**config.mk**
```make
export PLATFORM = sky130hd
export DESIGN_NAME = key_shift_loader_flat
export DESIGN_NICKNAME = d
export VERILOG_FILES = /design/src/rtl/key_shift_loader_pkg.sv /design/src/rtl/key_shift_loader_if.sv /design/src/rtl/key_shift_loader_frame_counter.sv /design/src/rtl/key_shift_loader.sv /design/src/flat_wrapper.sv
export SDC_FILE = /design/constraint.sdc
export NUM_CORES = 1
export LEC_CHECK = 0
export BUFFER_PORTS_ARGS = -buffer_cell sky130_fd_sc_hd__buf_2
export CORE_UTILIZATION = 40
export CTS_CLUSTER_DIAMETER = 200
export DETAILED_ROUTE_END_ITERATION = 12
export PLACE_DENSITY = 0.64
export SYNTH_ARGS = -nofsm -noshare
export SYNTH_HDL_FRONTEND = slang
export SYNTH_SLANG_ARGS = --single-unit
export TNS_END_PERCENT = 20
```
**constraint.sdc**
```tcl
create_clock -name clk -period 5.5 [get_ports clk]
set_input_delay 0.275 -clock clk [delete_from_list [all_inputs] [get_ports clk]]
set_output_delay 0.275 -clock clk [all_outputs]
set_load 0.02 [all_outputs]
```
**src/rtl/key_shift_loader_pkg.sv**
```systemverilog
`default_nettype none
// ============================================================================
// Module      : key_shift_loader_pkg
// Description : Shared locking constants. Holds the frame FSM state encoding
//               and the default key width / serial timeout used by the
//               key-handling blocks.
// Revision    : 1.0 - initial release
// ============================================================================
package key_shift_loader_pkg;

  typedef logic [1:0] state_t;

  localparam state_t c_st_idle  = 2'd0;
  localparam state_t c_st_shift = 2'd1;
  localparam state_t c_st_check = 2'd2;

  localparam int c_key_w_def   = 8;
  localparam int c_timeout_def = 16;

endpackage
`default_nettype wire

```
**src/rtl/key_shift_loader_if.sv**
```systemverilog
`default_nettype none
// ============================================================================
// Module      : key_shift_loader_if
// Description : Serial key-load bus between a key source (master) and the
//               key shift loader (slave), including the committed key output.
// Revision    : 1.0 - initial release
// ============================================================================
interface key_shift_loader_if
  import key_shift_loader_pkg::*;
#(
  parameter int KEY_W = c_key_w_def
);
  logic             load_start;
  logic             sdata;
  logic             svalid;
  logic             sready;
  logic             key_clear;
  logic [KEY_W-1:0] key;
  logic             key_valid;
  logic             busy;
  logic             err;

  modport master (
    output load_start, sdata, svalid, key_clear,
    input  sready, key, key_valid, busy, err
  );

  modport slave (
    input  load_start, sdata, svalid, key_clear,
    output sready, key, key_valid, busy, err
  );
endinterface
`default_nettype wire

```
**src/rtl/key_shift_loader_frame_counter.sv**
```systemverilog
`default_nettype none
// ============================================================================
// Module      : key_frame_counter
// Description : Bit counter and inter-bit idle counter for one key frame.
//               Flags the last key bit and the idle-limit expiry.
// Revision    : 1.0 - initial release
// ============================================================================
module key_frame_counter
  import key_shift_loader_pkg::*;
#(
  parameter int KEY_W   = c_key_w_def,
  parameter int TIMEOUT = c_timeout_def
) (
  input  wire  clk,
  input  wire  rst,
  input  logic clear,     // start of a new frame
  input  logic bit_inc,   // a serial bit was accepted on this edge
  input  logic tick,      // frame active, no bit accepted on this edge
  output logic last_bit,  // next accepted bit in SHIFT is the KEY_W-th
  output logic expire     // next idle edge reaches the timeout limit
);
  localparam int c_cnt_w = $clog2(KEY_W + 1);

  logic [c_cnt_w-1:0] r_bitcnt;
  logic [7:0]         r_tcnt;

  // Count accepted bits; idle counter restarts on every accepted bit.
  always_ff @(negedge clk or posedge rst) begin
    if (rst) begin
      r_bitcnt <= '0;
      r_tcnt   <= '0;
    end else if (clear) begin
      r_bitcnt <= '0;
      r_tcnt   <= '0;
    end else if (bit_inc) begin
      r_bitcnt <= r_bitcnt + 1'b1;
      r_tcnt   <= '0;
    end else if (tick) begin
      r_tcnt   <= r_tcnt + 1'b1;
    end
  end

  assign last_bit = (r_bitcnt == c_cnt_w'(KEY_W - 1));
  assign expire   = (r_tcnt == 8'(TIMEOUT - 1));

endmodule
`default_nettype wire

```
**src/rtl/key_shift_loader.sv**
```systemverilog
`default_nettype none
// ============================================================================
// Module      : key_shift_loader
// Description : Receives a serial key frame (KEY_W bits LSB-first plus an
//               even-parity bit) and commits it atomically to the key output
//               of a locked FSM. Parity failure or idle timeout pulses err.
//               All state changes on the falling clock edge.
// Revision    : 1.0 - initial release
// ============================================================================
module key_shift_loader
  import key_shift_loader_pkg::*;
#(
  parameter int KEY_W   = c_key_w_def,
  parameter int TIMEOUT = c_timeout_def
) (
  input  wire               clk,
  input  wire               rst,
  key_shift_loader_if.slave bus
);
  state_t           r_state;
  state_t           w_state_nxt;
  logic [KEY_W-1:0] r_shadow;
  logic [KEY_W-1:0] w_shadow_shifted;
  logic [KEY_W-1:0] r_key;
  logic             r_key_valid;
  logic             r_err;

  logic w_active;
  logic w_accept;
  logic w_start;
  logic w_shift_bit;
  logic w_commit;
  logic w_fail;
  logic w_parity_ok;
  logic w_last_bit;
  logic w_expire;

  assign w_accept    = bus.svalid & w_active;
  assign w_parity_ok = (bus.sdata == ^r_shadow);

  // New bits enter at the MSB so the first bit ends up at bit 0.
  generate
    if (KEY_W == 1) begin : g_shift_one
      assign w_shadow_shifted = bus.sdata;
    end else begin : g_shift_multi
      assign w_shadow_shifted = {bus.sdata, r_shadow[KEY_W-1:1]};
    end
  endgenerate

  key_frame_counter #(
    .KEY_W   (KEY_W),
    .TIMEOUT (TIMEOUT)
  ) u_frame_counter (
    .clk      (clk),
    .rst      (rst),
    .clear    (w_start),
    .bit_inc  (w_accept),
    .tick     (w_active & ~w_accept),
    .last_bit (w_last_bit),
    .expire   (w_expire)
  );

  // State register.
  always_ff @(negedge clk or posedge rst) begin
    if (rst) r_state <= c_st_idle;
    else     r_state <= w_state_nxt;
  end

  // Next-state logic; key_clear aborts any frame.
  always_comb begin
    w_state_nxt = r_state;
    if (bus.key_clear) begin
      w_state_nxt = c_st_idle;
    end else begin
      case (r_state)
        c_st_idle:  if (bus.load_start) w_state_nxt = c_st_shift;
        c_st_shift: begin
          if (w_accept && w_last_bit)     w_state_nxt = c_st_check;
          else if (!w_accept && w_expire) w_state_nxt = c_st_idle;
        end
        c_st_check: if (w_accept || w_expire) w_state_nxt = c_st_idle;
        default:    w_state_nxt = c_st_idle;
      endcase
    end
  end

  // Frame-control strobes decoded from the current state.
  always_comb begin
    w_active    = (r_state == c_st_shift) || (r_state == c_st_check);
    w_start     = !bus.key_clear && (r_state == c_st_idle) && bus.load_start;
    w_shift_bit = !bus.key_clear && (r_state == c_st_shift) && w_accept;
    w_commit    = !bus.key_clear && (r_state == c_st_check) && w_accept && w_parity_ok;
    w_fail      = !bus.key_clear &&
                  ((((r_state == c_st_check) && w_accept && !w_parity_ok)) ||
                   (w_active && !w_accept && w_expire));
  end

  // Shadow shift, atomic key commit/clear and one-cycle error pulse.
  always_ff @(negedge clk or posedge rst) begin
    if (rst) begin
      r_shadow    <= '0;
      r_key       <= '0;
      r_key_valid <= 1'b0;
      r_err       <= 1'b0;
    end else begin
      r_err <= w_fail;
      if (w_start)          r_shadow <= '0;
      else if (w_shift_bit) r_shadow <= w_shadow_shifted;
      if (bus.key_clear) begin
        r_key       <= '0;
        r_key_valid <= 1'b0;
      end else if (w_commit) begin
        r_key       <= r_shadow;
        r_key_valid <= 1'b1;
      end
    end
  end

  assign bus.sready    = w_active;
  assign bus.busy      = w_active;
  assign bus.key       = r_key;
  assign bus.key_valid = r_key_valid;
  assign bus.err       = r_err;

endmodule
`default_nettype wire

```
**src/flat_wrapper.sv**
```systemverilog
// flat-port wrapper written by rule: the top's interface ports become plain ports
module key_shift_loader_flat import key_shift_loader_pkg::*;
#(
  parameter int KEY_W   = c_key_w_def,
  parameter int TIMEOUT = c_timeout_def
)
  (clk, rst, bus_load_start, bus_sdata, bus_svalid, bus_key_clear, bus_sready, bus_key, bus_key_valid, bus_busy, bus_err);
  key_shift_loader_if #(.KEY_W(KEY_W)) bus_i ();
  input  wire clk;
  input  wire rst;
  input wire logic [$bits(bus_i.load_start)-1:0] bus_load_start;
  input wire logic [$bits(bus_i.sdata)-1:0] bus_sdata;
  input wire logic [$bits(bus_i.svalid)-1:0] bus_svalid;
  input wire logic [$bits(bus_i.key_clear)-1:0] bus_key_clear;
  output wire logic [$bits(bus_i.sready)-1:0] bus_sready;
  output wire logic [$bits(bus_i.key)-1:0] bus_key;
  output wire logic [$bits(bus_i.key_valid)-1:0] bus_key_valid;
  output wire logic [$bits(bus_i.busy)-1:0] bus_busy;
  output wire logic [$bits(bus_i.err)-1:0] bus_err;
  assign bus_i.load_start = bus_load_start;
  assign bus_i.sdata = bus_sdata;
  assign bus_i.svalid = bus_svalid;
  assign bus_i.key_clear = bus_key_clear;
  assign bus_sready = bus_i.sready;
  assign bus_key = bus_i.key;
  assign bus_key_valid = bus_i.key_valid;
  assign bus_busy = bus_i.busy;
  assign bus_err = bus_i.err;
  key_shift_loader #(.KEY_W(KEY_W), .TIMEOUT(TIMEOUT)) u_core (.clk(clk), .rst(rst), .bus(bus_i));
endmodule
```
* Word-level counts from Yosys, hierarchy flattened
Index checks and enable logic that the tools add are counted.
** Storage, ports and cells
- Memories :: 0
- Bits in writable memories :: 0
- Input port bits :: 6
- Logic and storage cells :: 64
- Register bits after elaboration :: 32
- Bits in read-only memories :: 0
- Bits in latches :: 0
** Cells by class
- Bitwise logic cells :: 3
- Reductions and logical operators :: 27
- Muxes and demuxes :: 17
- Equality and inequality tests :: 8
- $add $sub $neg :: 2
- Shifts and indexed selects :: 0
- Div/mod/pow operators :: 0
- Order comparisons :: 0
- $mul :: 0
** Operators with widths (number)
- $mux W8 :: 7
- $logic_and A1 B1 Y1 :: 14
- $mux W2 :: 5
- $add A8 B1 Y8 const B :: 1
- $eq A8 B4 Y1 const B :: 1
- $mux W4 :: 2
- $reduce_xor A8 Y1 :: 1
- $pmux W2 S3 :: 1
- $reduce_bool A2 Y1 :: 3
- $add A4 B1 Y4 const B :: 1
- $eq A4 B3 Y1 const B :: 1
- $ne A4 B2 Y1 const B :: 1
- $logic_not A1 Y1 :: 3
- $logic_or A1 B1 Y1 :: 3
- $ne A3 B2 Y1 const B :: 1
- $ne A3 B3 Y1 const B :: 1
- $reduce_and A3 Y1 :: 1
- $reduce_bool A3 Y1 :: 1
- $and A1 B1 Y1 :: 2
- $eq A2 B1 Y1 const B :: 1
- $eq A2 B2 Y1 const B :: 1
- $logic_not A2 Y1 :: 1
- $mux W1 :: 2
- $eq A1 B1 Y1 :: 1
- $not A1 Y1 :: 1

* Logic depth before layout (Yosys ltp)
- Word-level depth :: 9
- Mapped depth :: 7
- Mapped depth without buffers :: 6

* By module
Synthesis repeated with hierarchy kept, for this count alone.
** Unflattened totals
- Cell total of the unflattened synthesis :: 152
- Area, all modules :: 1616.6 um^2
** By module, submodules not included
- key_shift_loader :: cells an instance 92, area each 1022.2 um^2, sequential area each 500.5 um^2, times used 1
- key_frame_counter :: cells an instance 60, area each 594.3 um^2, sequential area each 300.3 um^2, times used 1

==> metrics <==
Final ANT Viol Nets=0; Global Route Usage Sum=17.24%; Critical Path RT=5220 ps; hpwl dp=2.333 mm; Area Growth Syn to Fin=12.44%; VDD IR-drop max=0.1215 mV; type of origin of the critical path=flip-flop; via count=1,318; IO Port Bufs=17; Syn Nets=189; Pre-antenna DRT Iters=4; Post-synth ARST share=100.0%; Nets=208; worst reg2reg endpoint=u_core.bus.key[0]$_DFFE_NP0P_; Yosys cell types=36; final RePlAce weighted congestion=0.7518; reg2reg start=u_core.r_state[0]$_DFFE_NP0P_; RSZ-0062 raised after global routing=false; worst-skew pair later-pin latency=290 ps; DRC viols=0; Synth Area in Compound Gates=11.56%; number of cell rows=23; vias in the first global route=1,281; pre-CTS setup slack=948.4 ps; Synth Cell Area=1720 um2; Seq cells post-synth=32; outcome=finished clean; CP Capture Type=output pin; Max Cap Violations=0; clock root buffer=clkbuf_8; placed cell area=1857 um2; Top Ports=18; Hold-fix buffers, CTS=0; Max Slew Vio Count=0; Internal=0.3624 mW; DIE AREA=4567 um2; CTS Buffer Depth=2; Yosys warnings=0; sequential fraction of the synthesis area=46.55%; Slew headroom=54.04%; Initial Utilization=42.40%; Post-Synth XOR/XNOR Area=6.255%; final hold vios=0; worst-margin pin slew=686.8 ps; largest family of logic cells by synthesized area=simple AND/OR/NAND/NOR gates; via/cell ratio=5.336; Post-Layout Cell Count=247; Worst Setup Path Type=flip-flop to output pin; flop-to-flop setup slack=3270 ps; dpl cells=240; share of layout cells above drive strength 1=15.23%; fin worst setup slack=1004 ps; Comb power frac=13.3%; post-route core utilization=47.67%; Setup crit start=u_core.r_state[0]$_DFFE_NP0P_; CP Capture Point=bus_busy; largest net degree at the start of global routing=33; Post-synth EDFFs=0; Clock Skews=3.566 ps; Finished Cell Area=1934 um2; Switching Fraction=26.98%; postcts setup bufs=0; adder-cell share of the synthesized area=3.636%; worst path arrival time=4220 ps; initial antenna violation count=0; CTS resizes=0; Seq pwr share=52.6%; setup violators final=0; PwrDens=256.6 nW/um2; ys flop type=dfrtn_1; setup TNS=0 ps; clk sinks=32; Synth Area in Simple Gates=22.33%; CTS tree=done; n_diodes=0; switching pwr=0.1339 mW; Initial DRC Count=85; worst hold slack=450.3 ps; H-tree levels=2; Mapped Cells=178; path depth of the worst reg2reg path=6; mux share of post-synthesis cell area=6.618%; crit path max fanout=10; Mean Syn Cell Area=9.665 um2; Layout fillers=397; global-route wire length before repair=5.671 mm; Routed WL=3.463 mm; CTS clk-pin slew, worst paths=40 ps; clock share of power=34.0%; min-delay worst type=flip-flop to flip-flop; overall die width=67.58 um; total grt overflow=0; leakage=0.8771 nW; core area=4058 um2; Num CTS Buffers=5; DR WL/cell=14.02 um; die height=67.58 um; Tot Pwr=0.4963 mW
[area by class of cell]
class | instances | area (um2) | share of cell area (%)
multi-input combinational | 133 | 867.1 | 44.83
sequential | 32 | 800.8 | 41.40
inverter | 5 | 18.77 | 0.9702
timing repair buffer | 20 | 107.6 | 5.563
clock inverter | 1 | 5.005 | 0.2587
clock buffer | 6 | 72.57 | 3.752
tap | 50 | 62.56 | 3.234
[placed cells by master, fill, tap and decap left out, drive strengths merged, types with 2 or more instances in the layout]
cell,synthesis,final
o21ai,5,5
a21oi,16,16
buf,1,20
nand2,25,25
xnor2,4,4
xor2,3,3
nor2,13,13
nand2b,18,18
a21o,2,2
xnor3,2,2
nand3b,4,4
a31oi,2,2
mux2i,9,9
nand4,2,2
inv,5,5
and3,3,3
nor3,2,2
nand3,3,3
ha,5,5
or4,2,2
dfrtn,32,32
clkbuf,7,6
a22oi,2,2
[power groups by stage]
stage | registers (mW) | clock network (mW) | logic (mW)
final | 0.261 | 0.169 | 0.0662
after global routing | 0.263 | 0.182 | 0.0765
after CTS | 0.261 | 0.176 | 0.0668
after detailed placement | 0.265 | 0 | 0.0664
after global placement | 0.264 | 0 | 0.0644
after floorplan | 0.262 | 0 | 0.0525
[worst min path at each step]
stage                                                 from                          endpoint  slack, ps  cells after the start
after floorplan              u_core.r_state[0]$_DFFE_NP0P_     u_core.r_state[0]$_DFFE_NP0P_        440                      1
after global placement    u_core.bus.key_valid$_DFFE_NP0P_  u_core.bus.key_valid$_DFFE_NP0P_        450                      1
after detailed placement  u_core.bus.key_valid$_DFFE_NP0P_  u_core.bus.key_valid$_DFFE_NP0P_        460                      1
after CTS                 u_core.bus.key_valid$_DFFE_NP0P_  u_core.bus.key_valid$_DFFE_NP0P_        460                      1
after global routing      u_core.bus.key_valid$_DFFE_NP0P_  u_core.bus.key_valid$_DFFE_NP0P_        480                      1
final                     u_core.bus.key_valid$_DFFE_NP0P_  u_core.bus.key_valid$_DFFE_NP0P_        450                      1
[state kept, by name (all words and copies together), names as in the netlist]
name / cells
u_core.r_state: 2
u_core.r_shadow: 8
u_core.bus.key: 8
u_core.u_frame_counter.r_bitcnt: 4
u_core.bus.key_valid: 1
u_core.bus.err: 1
u_core.u_frame_counter.r_tcnt: 8
[cell usage after synthesis, drive strengths merged (2+ instances only)]
library cell,instances,area share (%)
nand2,25,5.5
dfrtn,32,47
a21oi,16,4.7
nor2,13,2.8
xor2,3,1.5
xnor2,4,2.0
a21o,2,0.87
nand3,3,0.87
a22oi,2,0.87
xnor3,2,2.7
inv,5,1.1
nand3b,4,1.7
nor3,2,0.58
ha,5,3.6
o21ai,5,1.5
nand4,2,0.73
clkbuf,7,1.5
a31oi,2,0.73
mux2i,9,6.0
or4,2,0.87
nand2b,18,6.5
and3,3,1.1
[critical path, stage by stage, from the launching register on]
cell and delay [ps]:
dfrtn_1 430, inv_1 70, ha_1 450, buf_2 230
[per-layer routing]
metal | track usage (%) | share of wire, % | up-vias
met5 | 0 | 0 | -
met4 | 10.11 | 1.0 | 0
met3 | 4.054 | 4.3 | 4
met2 | 28.34 | 50 | 32
met1 | 20.27 | 45 | 638
li1 | - | - | 644
[logic make-up (layout without fill, tap and decap cells)]
kind of cell    after synthesis  count (layout)
buf+inv                      13              32
simple gates                 76              76
mux                          10              10
fa+ha+maj                     5               5
compound gates               33              33
xor+xnor                      9               9
flops                        32              32
(Power assumes the default switching activity.)
